**config.mk**
```make
export PLATFORM = sky130hd
export DESIGN_NAME = ps2_host_tx
export DESIGN_NICKNAME = d
export VERILOG_FILES = /design/src/rtl/ps2_pkg.sv /design/src/rtl/ps2_line_filter.sv /design/src/rtl/ps2_host_tx.sv
export SDC_FILE = /design/constraint.sdc
export NUM_CORES = 1
export LEC_CHECK = 0
export CORE_ASPECT_RATIO = 2
export CORE_UTILIZATION = 37
export DETAILED_ROUTE_END_ITERATION = 12
export SLEW_MARGIN = 20
export SYNTH_ARGS = -nofsm -noshare
export SYNTH_HDL_FRONTEND = slang
export SYNTH_HIERARCHICAL = 1
export SYNTH_SLANG_ARGS = --single-unit
```
**constraint.sdc**
```tcl
create_clock -name clk -period 3.19 [get_ports clk]
set_clock_uncertainty 0.15 [all_clocks]
set_input_delay 0.638 -clock clk [delete_from_list [all_inputs] [get_ports clk]]
set_output_delay 0.638 -clock clk [all_outputs]
set_load 0.01 [all_outputs]
```
**src/rtl/ps2_pkg.sv**
```systemverilog
// ps2_pkg: shared states, status codes and command bytes for the PS/2 host transmitter
package ps2_pkg;
  typedef enum logic [2:0] {IDLE, INHIBIT, REQ, START, BITS, ACK, WAIT_IDLE, FINISH} ps2_state_e;
  localparam logic [1:0] PS2_OK = 2'd0;
  localparam logic [1:0] PS2_ERR_START = 2'd1;
  localparam logic [1:0] PS2_ERR_XFER = 2'd2;
  localparam logic [1:0] PS2_ERR_NOACK = 2'd3;
  localparam logic [7:0] PS2_CMD_LED = 8'hED;
  localparam logic [7:0] PS2_CMD_EN = 8'hF4;
  localparam int TMR_W = 21;
  localparam int INH_W = 14;
  localparam int BIT_W = 4;
endpackage

```
**src/rtl/ps2_line_filter.sv**
```systemverilog
// ps2_line_filter: 2-FF synchronizer, consecutive-sample glitch filter and falling-edge strobe
module ps2_line_filter #(
  parameter int FILT_LEN = 4
) (
  input  logic clk,
  input  logic rst,
  input  logic raw,
  output logic level,
  output logic fall
);
  localparam int CW = $clog2(FILT_LEN) + 1;
  logic [1:0] sync;
  logic [CW-1:0] cnt;
  // Idle PS/2 lines are pulled high, so everything resets to 1.
  always_ff @(posedge clk or posedge rst)
    if (rst) begin
      sync <= 2'b11;
      level <= 1'b1;
      cnt <= '0;
      fall <= 1'b0;
    end else begin
      sync <= {sync[0], raw};
      fall <= 1'b0;
      if (sync[1] == level) cnt <= '0;
      else if (cnt == CW'(FILT_LEN - 1)) begin
        level <= sync[1];
        cnt <= '0;
        fall <= level;
      end else cnt <= cnt + 1'b1;
    end
endmodule

```
**src/rtl/ps2_host_tx.sv**
```systemverilog
// ps2_host_tx: host-to-device PS/2 transmitter; request-to-send, clocked-out frame, ACK check
module ps2_host_tx
  import ps2_pkg::*;
#(
  parameter int INHIBIT_CYCLES = 12000,
  parameter int REQ_CYCLES = 16,
  parameter int START_TIMEOUT = 1_500_000,
  parameter int XFER_TIMEOUT = 200_000,
  parameter int FILT_LEN = 4
) (
  input  logic clk,
  input  logic rst,
  input  logic tx_valid,
  input  logic [7:0] tx_data,
  output logic tx_ready,
  input  logic ps2_clk_in,
  input  logic ps2_data_in,
  output logic ps2_clk_oe,
  output logic ps2_data_oe,
  output logic busy,
  output logic done,
  output logic [1:0] err
);
  ps2_state_e state, state_n;
  logic [1:0] err_n;
  logic [7:0] data;
  logic par, cur;
  logic [INH_W-1:0] ic;
  logic [TMR_W-1:0] tmr;
  logic [BIT_W-1:0] n;
  logic clk_lvl, clk_fall, data_lvl, unused_data_fall;
  ps2_line_filter #(.FILT_LEN(FILT_LEN)) u_clk (
    .clk(clk), .rst(rst), .raw(ps2_clk_in), .level(clk_lvl), .fall(clk_fall)
  );
  ps2_line_filter #(.FILT_LEN(FILT_LEN)) u_data (
    .clk(clk), .rst(rst), .raw(ps2_data_in), .level(data_lvl), .fall(unused_data_fall)
  );
  assign tx_ready = state == IDLE;
  assign busy = ~tx_ready;
  assign done = state == FINISH;
  assign cur = n[3] ? par : data[n[2:0]];
  // Outputs decode straight from the state register so an async reset drops them at once.
  assign ps2_clk_oe = state == INHIBIT || state == REQ;
  assign ps2_data_oe = state == REQ || state == START || (state == BITS && ~cur);
  always_comb begin
    state_n = state;
    err_n = err;
    case (state)
      IDLE: if (tx_valid) begin
        state_n = INHIBIT;
        err_n = PS2_OK;
      end
      INHIBIT: state_n = ic >= INH_W'(INHIBIT_CYCLES - 1) ? REQ : INHIBIT;
      REQ: state_n = ic >= INH_W'(REQ_CYCLES - 1) ? START : REQ;
      START: if (clk_fall) state_n = BITS;
        else if (tmr >= TMR_W'(START_TIMEOUT - 1)) begin
          state_n = FINISH;
          err_n = PS2_ERR_START;
        end
      BITS: if (tmr >= TMR_W'(XFER_TIMEOUT - 1)) begin
          state_n = FINISH;
          err_n = PS2_ERR_XFER;
        end else if (clk_fall && n == BIT_W'(8)) state_n = ACK;
      ACK: if (tmr >= TMR_W'(XFER_TIMEOUT - 1)) begin
          state_n = FINISH;
          err_n = PS2_ERR_XFER;
        end else if (clk_fall) begin
          state_n = data_lvl ? FINISH : WAIT_IDLE;
          err_n = data_lvl ? PS2_ERR_NOACK : err;
        end
      WAIT_IDLE: state_n = clk_lvl && data_lvl ? FINISH : WAIT_IDLE;
      default: state_n = IDLE;
    endcase
  end
  // The transfer timer restarts on fall 1 (START -> BITS) and keeps running through ACK.
  always_ff @(posedge clk or posedge rst)
    if (rst) begin
      state <= IDLE;
      err <= PS2_OK;
      data <= '0;
      par <= 1'b0;
      ic <= '0;
      tmr <= '0;
      n <= '0;
    end else begin
      state <= state_n;
      err <= err_n;
      if (tx_valid && tx_ready) begin
        data <= tx_data;
        par <= ~^tx_data;
      end
      ic <= state_n != state ? '0 : ic + INH_W'(ic != '1);
      tmr <= (state_n != state && (state_n == START || state_n == BITS)) ? '0 : tmr + TMR_W'(tmr != '1);
      n <= state == START ? '0 : n + BIT_W'(state == BITS && clk_fall && n != '1);
    end
endmodule

```
# Word-level counts from Yosys, hierarchy flattened

Cells that the tools add are included.

Flip-flop bits (word level): 66
Input port bits: 13
Output and inout bits: 7
Word-level logic and storage cells: 101

Add/sub/neg operators: 5
Order comparisons: 5
Eq/ne operators: 24
Mux-type cells: 32
Bitwise operators: 4
Reductions and logical operators: 17

Operators by type and width:

| cell                                                  | count |
|---|---|
| 2-to-1 mux 3 bit                                      | 11 |
| adder 21 x 1 -> 21 bit                                | 1 |
| >= comparator 21 x 18 -> 1 bit, second input constant | 1 |
| >= comparator 21 bit, second input constant           | 1 |
| 2-to-1 mux 21 bit                                     | 1 |
| != test 21 bit, second input constant                 | 1 |
| case mux 3 bit (7 select lines)                       | 1 |
| 2-to-1 mux 2 bit                                      | 8 |
| == test 3 x 2 -> 1 bit, second input constant         | 5 |
| == test 3 bit, second input constant                  | 5 |
| adder 14 x 1 -> 14 bit                                | 1 |
| >= comparator 14 bit, second input constant           | 1 |
| >= comparator 14 x 4 -> 1 bit, second input constant  | 1 |
| 2-to-1 mux 14 bit                                     | 1 |
| != test 14 bit, second input constant                 | 1 |
| case mux 2 bit (4 select lines)                       | 1 |
| XNOR reduction 8 bit                                  | 1 |
| logical AND 1 bit                                     | 7 |
| 2-to-1 mux 1 bit                                      | 7 |
| AND reduction 7 bit                                   | 1 |
| adder 3 x 1 -> 3 bit, second input constant           | 2 |
| != test 3 x 2 -> 1 bit, second input constant         | 2 |
| adder 4 x 1 -> 4 bit                                  | 1 |
| == test 4 bit, second input constant                  | 1 |
| other kinds (14)                                      | 24 |

# Logic depth before layout (Yosys ltp)

Depth after elaboration: 9
Gate-level depth with buffers: 13
Gate-level depth less buffers: 12

# By module

Netlist, hierarchy kept.

By module, submodules not included:

| module          | times used | cells each | area an instance (µm²) | seq. area each (µm²) |
|---|---|---|---|---|
| ps2_host_tx     | 1          | 320        | 3,094.2                | 1,326.3 |
| ps2_line_filter | 2          | 16         | 269.0                  | 178.9 |

# Least setup slack after synthesis

Ideal clock, no wire load.

Kind: flip-flop to flip-flop
From: register tmr[7]
To: register tmr[20]
Setup time: 0.123 ns
Arrival time: 2.232 ns
Data required time: 2.917 ns
Path slack: 0.685 ns
Stages on the path, launching flop included: 12
Path buffers: 0
Clock period less this slack: 2.505 ns
Cell sequence: dfrtp_1 -> and4_1 -> nand4_1 -> or4_1 -> ha_1 -> ha_1 -> nand3_1 -> nor2_1 -> nand3_1 -> nor2_1 -> xnor2_1 -> a21oi_1

Longest elaborated chain between the ends: 8
Elaborated cells on any way between the ends: 15
Classes of those cells: 1 x add/sub; 2 x order compare; 4 x eq/ne; 6 x mux; 2 x reduce/logical

Ends and longest elaborated chain:

| element                                                        | RTL line          | source |
|---|---|---|
| from (decl)                                                    | ps2_host_tx.sv:29 | `logic [TMR_W-1:0] tmr;` |
| from (signal assigned)                                         | ps2_host_tx.sv:93 | `tmr <= (state_n != state && (state_n == START \|\| state_n == BITS)) ? '0 : tmr + TMR_W'(tmr != '1);` |
| >= comparator 21 bit                                           | ps2_host_tx.sv:56 | `else if (tmr >= TMR_W'(START_TIMEOUT - 1)) begin` |
| 2-to-1 mux 3 bit                                               | ps2_host_tx.sv:56 |  |
| 2-to-1 mux 3 bit                                               | ps2_host_tx.sv:55 | `START: if (clk_fall) state_n = BITS;` |
| case mux 3 bit (7 select lines)                                | ps2_host_tx.sv:48 | `case (state)` |
| == test 3 x 2 -> 1 bit / == test 3 bit (equally long branches) | ps2_host_tx.sv:93 |  |
| logical OR 1 bit                                               | ps2_host_tx.sv:93 |  |
| logical AND 1 bit                                              | ps2_host_tx.sv:93 |  |
| 2-to-1 mux 21 bit (*)                                          | ps2_host_tx.sv:93 |  |

Mark *: on every way between the ends. The rest lies on a longest branch, timed or not.
A chain may end at the register's enable or synchronous reset.

# Worst setup path in the final report

From: register n[0]
To: output port ps2_data_oe

Longest elaborated chain between the ends: 6

Ends and longest elaborated chain:

| element                                | RTL line          | source |
|---|---|---|
| from (decl)                            | ps2_host_tx.sv:30 | `logic [BIT_W-1:0] n;` |
| from (signal assigned)                 | ps2_host_tx.sv:94 | `n <= state == START ? '0 : n + BIT_W'(state == BITS && clk_fall && n != '1);` |
| binary-select mux 1 bit (select 3 bit) | ps2_host_tx.sv:41 | `assign cur = n[3] ? par : data[n[2:0]];` |
| 2-to-1 mux 1 bit (implied by the code) | ps2_host_tx.sv:41 |  |
| 2-to-1 mux 1 bit                       | ps2_host_tx.sv:41 |  |
| inverter 1 bit                         | ps2_host_tx.sv:44 | `assign ps2_data_oe = state == REQ \|\| state == START \|\| (state == BITS && ~cur);` |
| logical AND 1 bit                      | ps2_host_tx.sv:44 |  |
| logical OR 1 bit                       | ps2_host_tx.sv:44 |  |
| to (decl)                              | ps2_host_tx.sv:19 | `output logic ps2_data_oe,` |

No other way between the ends. The select of a mux whose other input is x is not followed.

==> qor.log <==
INFO  detailed_routing wire_per_inst=15.6um
INFO  logic_synthesis synth_warnings=6
INFO  clock_tree     clock_sink_count=66
INFO  clock_tree     post_cts_hold_buffer_count=0
INFO  clock_tree     clock_path_buffers=2
INFO  detailed_routing drt-vias-per-instance=5.54
INFO  sta            unrepaired_setup_endpoints_after_global_routing=false
INFO  global_routing number_of_antenna_violations_at_the_first_check_in_global_routing=0
INFO  detailed_routing postRouteWirelength=7.48mm
INFO  clock_tree     cts_htree_levels=3
INFO  worst_setup_path worst_path_slowest_cell=sky130_fd_sc_hd__mux4_2
INFO  placement      portBuffers=19
INFO  clock_tree     clkTransAtPathRegs=0.05ns
INFO  worst_setup_path critical_path_peak_fanout=5
INFO  placement      place_hpwl=5.28mm
INFO  layout         finalNetCount=392
INFO  layout         drive_gt1_frac=0.154
INFO  layout         finalNonFillerCells=480
INFO  sta            setup_viol=0
INFO  sta            fmax=0.344GHz
INFO  global_routing grt_pass1_vias=2740
INFO  sta            worst_max_slew_margin_expressed_relative_to_the_limit=0.667
INFO  floorplan      die-height=141um
INFO  floorplan      floorplan.initialDensity=0.383
INFO  detailed_routing dr_total_vias=2658
INFO  global_routing grt_start_max_net_pins=54
INFO  power_and_ir_drop p_int=1.74mW
INFO  placement      place_congestion=0.892
INFO  clock_tree     tritoncts_clock_tree=done
INFO  layout         area_delta_synth_final=16.3%
INFO  worst_setup_path worst_path_dominant_cell_family=multiplexers
INFO  placement      placedCellCount=464
INFO  layout         layout.cells.most_common=sky130_fd_sc_hd__dfrtp_1
INFO  power_and_ir_drop ir_worst_vdd=356uV
INFO  worst_setup_path crit_top_cell=sky130_fd_sc_hd__nand2_1
INFO  worst_setup_path cp_bufs_invs=1
INFO  power_and_ir_drop power_spent_charging_and_discharging_nets=575uW
INFO  clock_tree     worstSkewPairLatency=0.33ns
INFO  logic_synthesis synthesis.instances=350
INFO  worst_hold_path hold_path_class=reg -> reg
INFO  power_and_ir_drop clockPowerShare=0.424
INFO  global_routing globalRouteOverflowTotal=0
INFO  worst_setup_path crit_chain=mux4_2 > mux2_2 > mux2i_1 > nand2_1 > nand2_1 > dlygate4sd2_1
INFO  detailed_routing drt_iter0_markers=97
INFO  logic_synthesis synth_area_per_cell=10.3um^2
INFO  worst_setup_path setup.worst_path.start_class=register
INFO  global_routing grt_use_total=0.164
INFO  logic_synthesis syn-num-nets=371
INFO  power_and_ir_drop net_switching_fraction_of_the_power=0.248
INFO  worst_setup_path cpPeakStageDelay=0.53ns
INFO  worst_setup_path worstSetupEndpointType=output port
INFO  sta            worst_pin_slew=0.500ns
INFO  detailed_routing drt_first_pass_iters=4
INFO  clock_tree     cts-root-buf=sky130_fd_sc_hd__clkbuf_16
INFO  sta            hold-worst-slack=0.206ns
INFO  job            timing.max_cap.violations=0
INFO  floorplan      core_region_area=9380um^2
INFO  layout         final_design_area_no_fill=4190um^2
INFO  layout         layout_common_cells=sky130_fd_sc_hd__dfrtp_1 (59), sky130_fd_sc_hd__nor2_1 (38), sky130_fd_sc_hd__nand2_1 (25), sky130_fd_sc_hd__a21oi_1 (25), sky130_fd_sc_hd__xnor2_1 (22)
INFO  sta            finalWorstPathRequiredPeriod=2.91ns
INFO  worst_setup_path timing.critical_path.arrival=2.12ns
INFO  power_and_ir_drop power-per-cell-area=554nW/um^2
INFO  sta            final_count_of_hold_timing_violations=0
INFO  detailed_routing drc=0
INFO  global_routing grt_pass1_wl=12.9mm
INFO  outcome        status=completed
INFO  placement      post_dp_cell_area=3890um^2
INFO  floorplan      ioPinCount=20
INFO  worst_setup_path worst-setup-path-type=reg -> out
INFO  floorplan      x_dimension_of_the_die=71.7um
INFO  sta            max_slew_violation_total_from_the_final_report=0
INFO  sta            min_period_over_period=0.912
INFO  layout         antennaDiodeCount=0
INFO  worst_setup_path worst-endpoint-required=2.40ns
INFO  power_and_ir_drop power.static_leakage=1.79nW
INFO  power_and_ir_drop power_frac_comb=0.128
INFO  sta            setup_tns=0ns
INFO  floorplan      placement_rows=50
INFO  detailed_routing ant_nets=0
INFO  clock_tree     tritoncts.num_buffers=9
INFO  logic_synthesis synth_area=3600um^2
INFO  power_and_ir_drop power.sequential.fraction=0.447
INFO  floorplan      fp.dieArea=10100um^2
## worst paths after layout
kind	slack [ns]	to	start	cells after the start
worst max-delay path	0.28	ps2_data_oe	n[0]$_DFF_PP0_	6
worst min-delay path	0.21	u_data/sync[1]$_DFF_PP1_	u_data/sync[0]$_DFF_PP1_	0
worst max register to register	0.35	tmr[20]$_DFF_PP0_	tmr[11]$_DFF_PP0_	12
worst min register to register	0.21	u_data/sync[1]$_DFF_PP1_	u_data/sync[0]$_DFF_PP1_	0
max in group asynchronous	2.03	n[0]$_DFF_PP0_	rst	3
min in group asynchronous	0.46	u_data/cnt[2]$_DFF_PP0_	rst	2
## flip-flops by register name, indices dropped and copies added (netlist names)
register / count
tmr: 21
ic: 14
data: 8
n: 4
state: 3
u_clk/cnt: 3
u_data/cnt: 3
err: 2
u_clk/sync: 2
u_data/sync: 2
par: 1
u_clk/fall: 1
u_clk/level: 1
u_data/level: 1
## per-layer routing
metal  global-route usage  share of wire  wire length [um]
met5                    0              0                 0
met4               0.0815          0.032               240
met3               0.0362          0.031               233
met2                0.302           0.56              4190
met1                0.170           0.38              2810
## final cells by class
cell class              instances  area, um^2
multi-input cells             257        1800
clock inverters                 2        35.0
fillers                       909        5200
inverters                      11        41.3
flip-flops and latches         66        1660
well taps                     104         130
repair buffers                 26         254
clock buffers                  14         264
## what timing repair did
item / in CTS / in global routing
resized for setup: 2 / 0
setup endpoints to repair: 1 / 0
buffers inserted: 0 / 0
## worst register-to-register path, stage by stage (launching register included)
cell	delay [ns]
sky130_fd_sc_hd__dfrtp_1	0.49
sky130_fd_sc_hd__nand2_1	0.14
sky130_fd_sc_hd__nor2_1	0.14
sky130_fd_sc_hd__nand2_1	0.11
sky130_fd_sc_hd__or4_1	0.54
sky130_fd_sc_hd__ha_1	0.23
sky130_fd_sc_hd__ha_1	0.23
sky130_fd_sc_hd__nand3_1	0.13
sky130_fd_sc_hd__nor2_1	0.10
sky130_fd_sc_hd__nand3_1	0.18
sky130_fd_sc_hd__nor2_1	0.08
sky130_fd_sc_hd__xnor2_1	0.15
sky130_fd_sc_hd__a21oi_1	0.06
## power groups by stage
stage	sequential (mW)	clock [mW]	combinational, mW
after floorplan	1.02	0	0.235
after global placement	1.05	0	0.290
after detailed placement	1.05	0	0.303
after CTS	1.04	1.01	0.304
after global routing	1.06	1.04	0.337
final	1.04	0.984	0.297
## metrics by stage
stage	total power, mW	utilization	setup WS (ns)
after floorplan	1.26	-	0.685
after global placement	1.34	0.414	0.329
after detailed placement	1.35	0.414	0.320
after CTS	2.35	0.446	0.244
after global routing	2.43	0.446	0.113
final	2.32	0.446	0.280
Note: power is estimated with default switching activity, not from simulation.
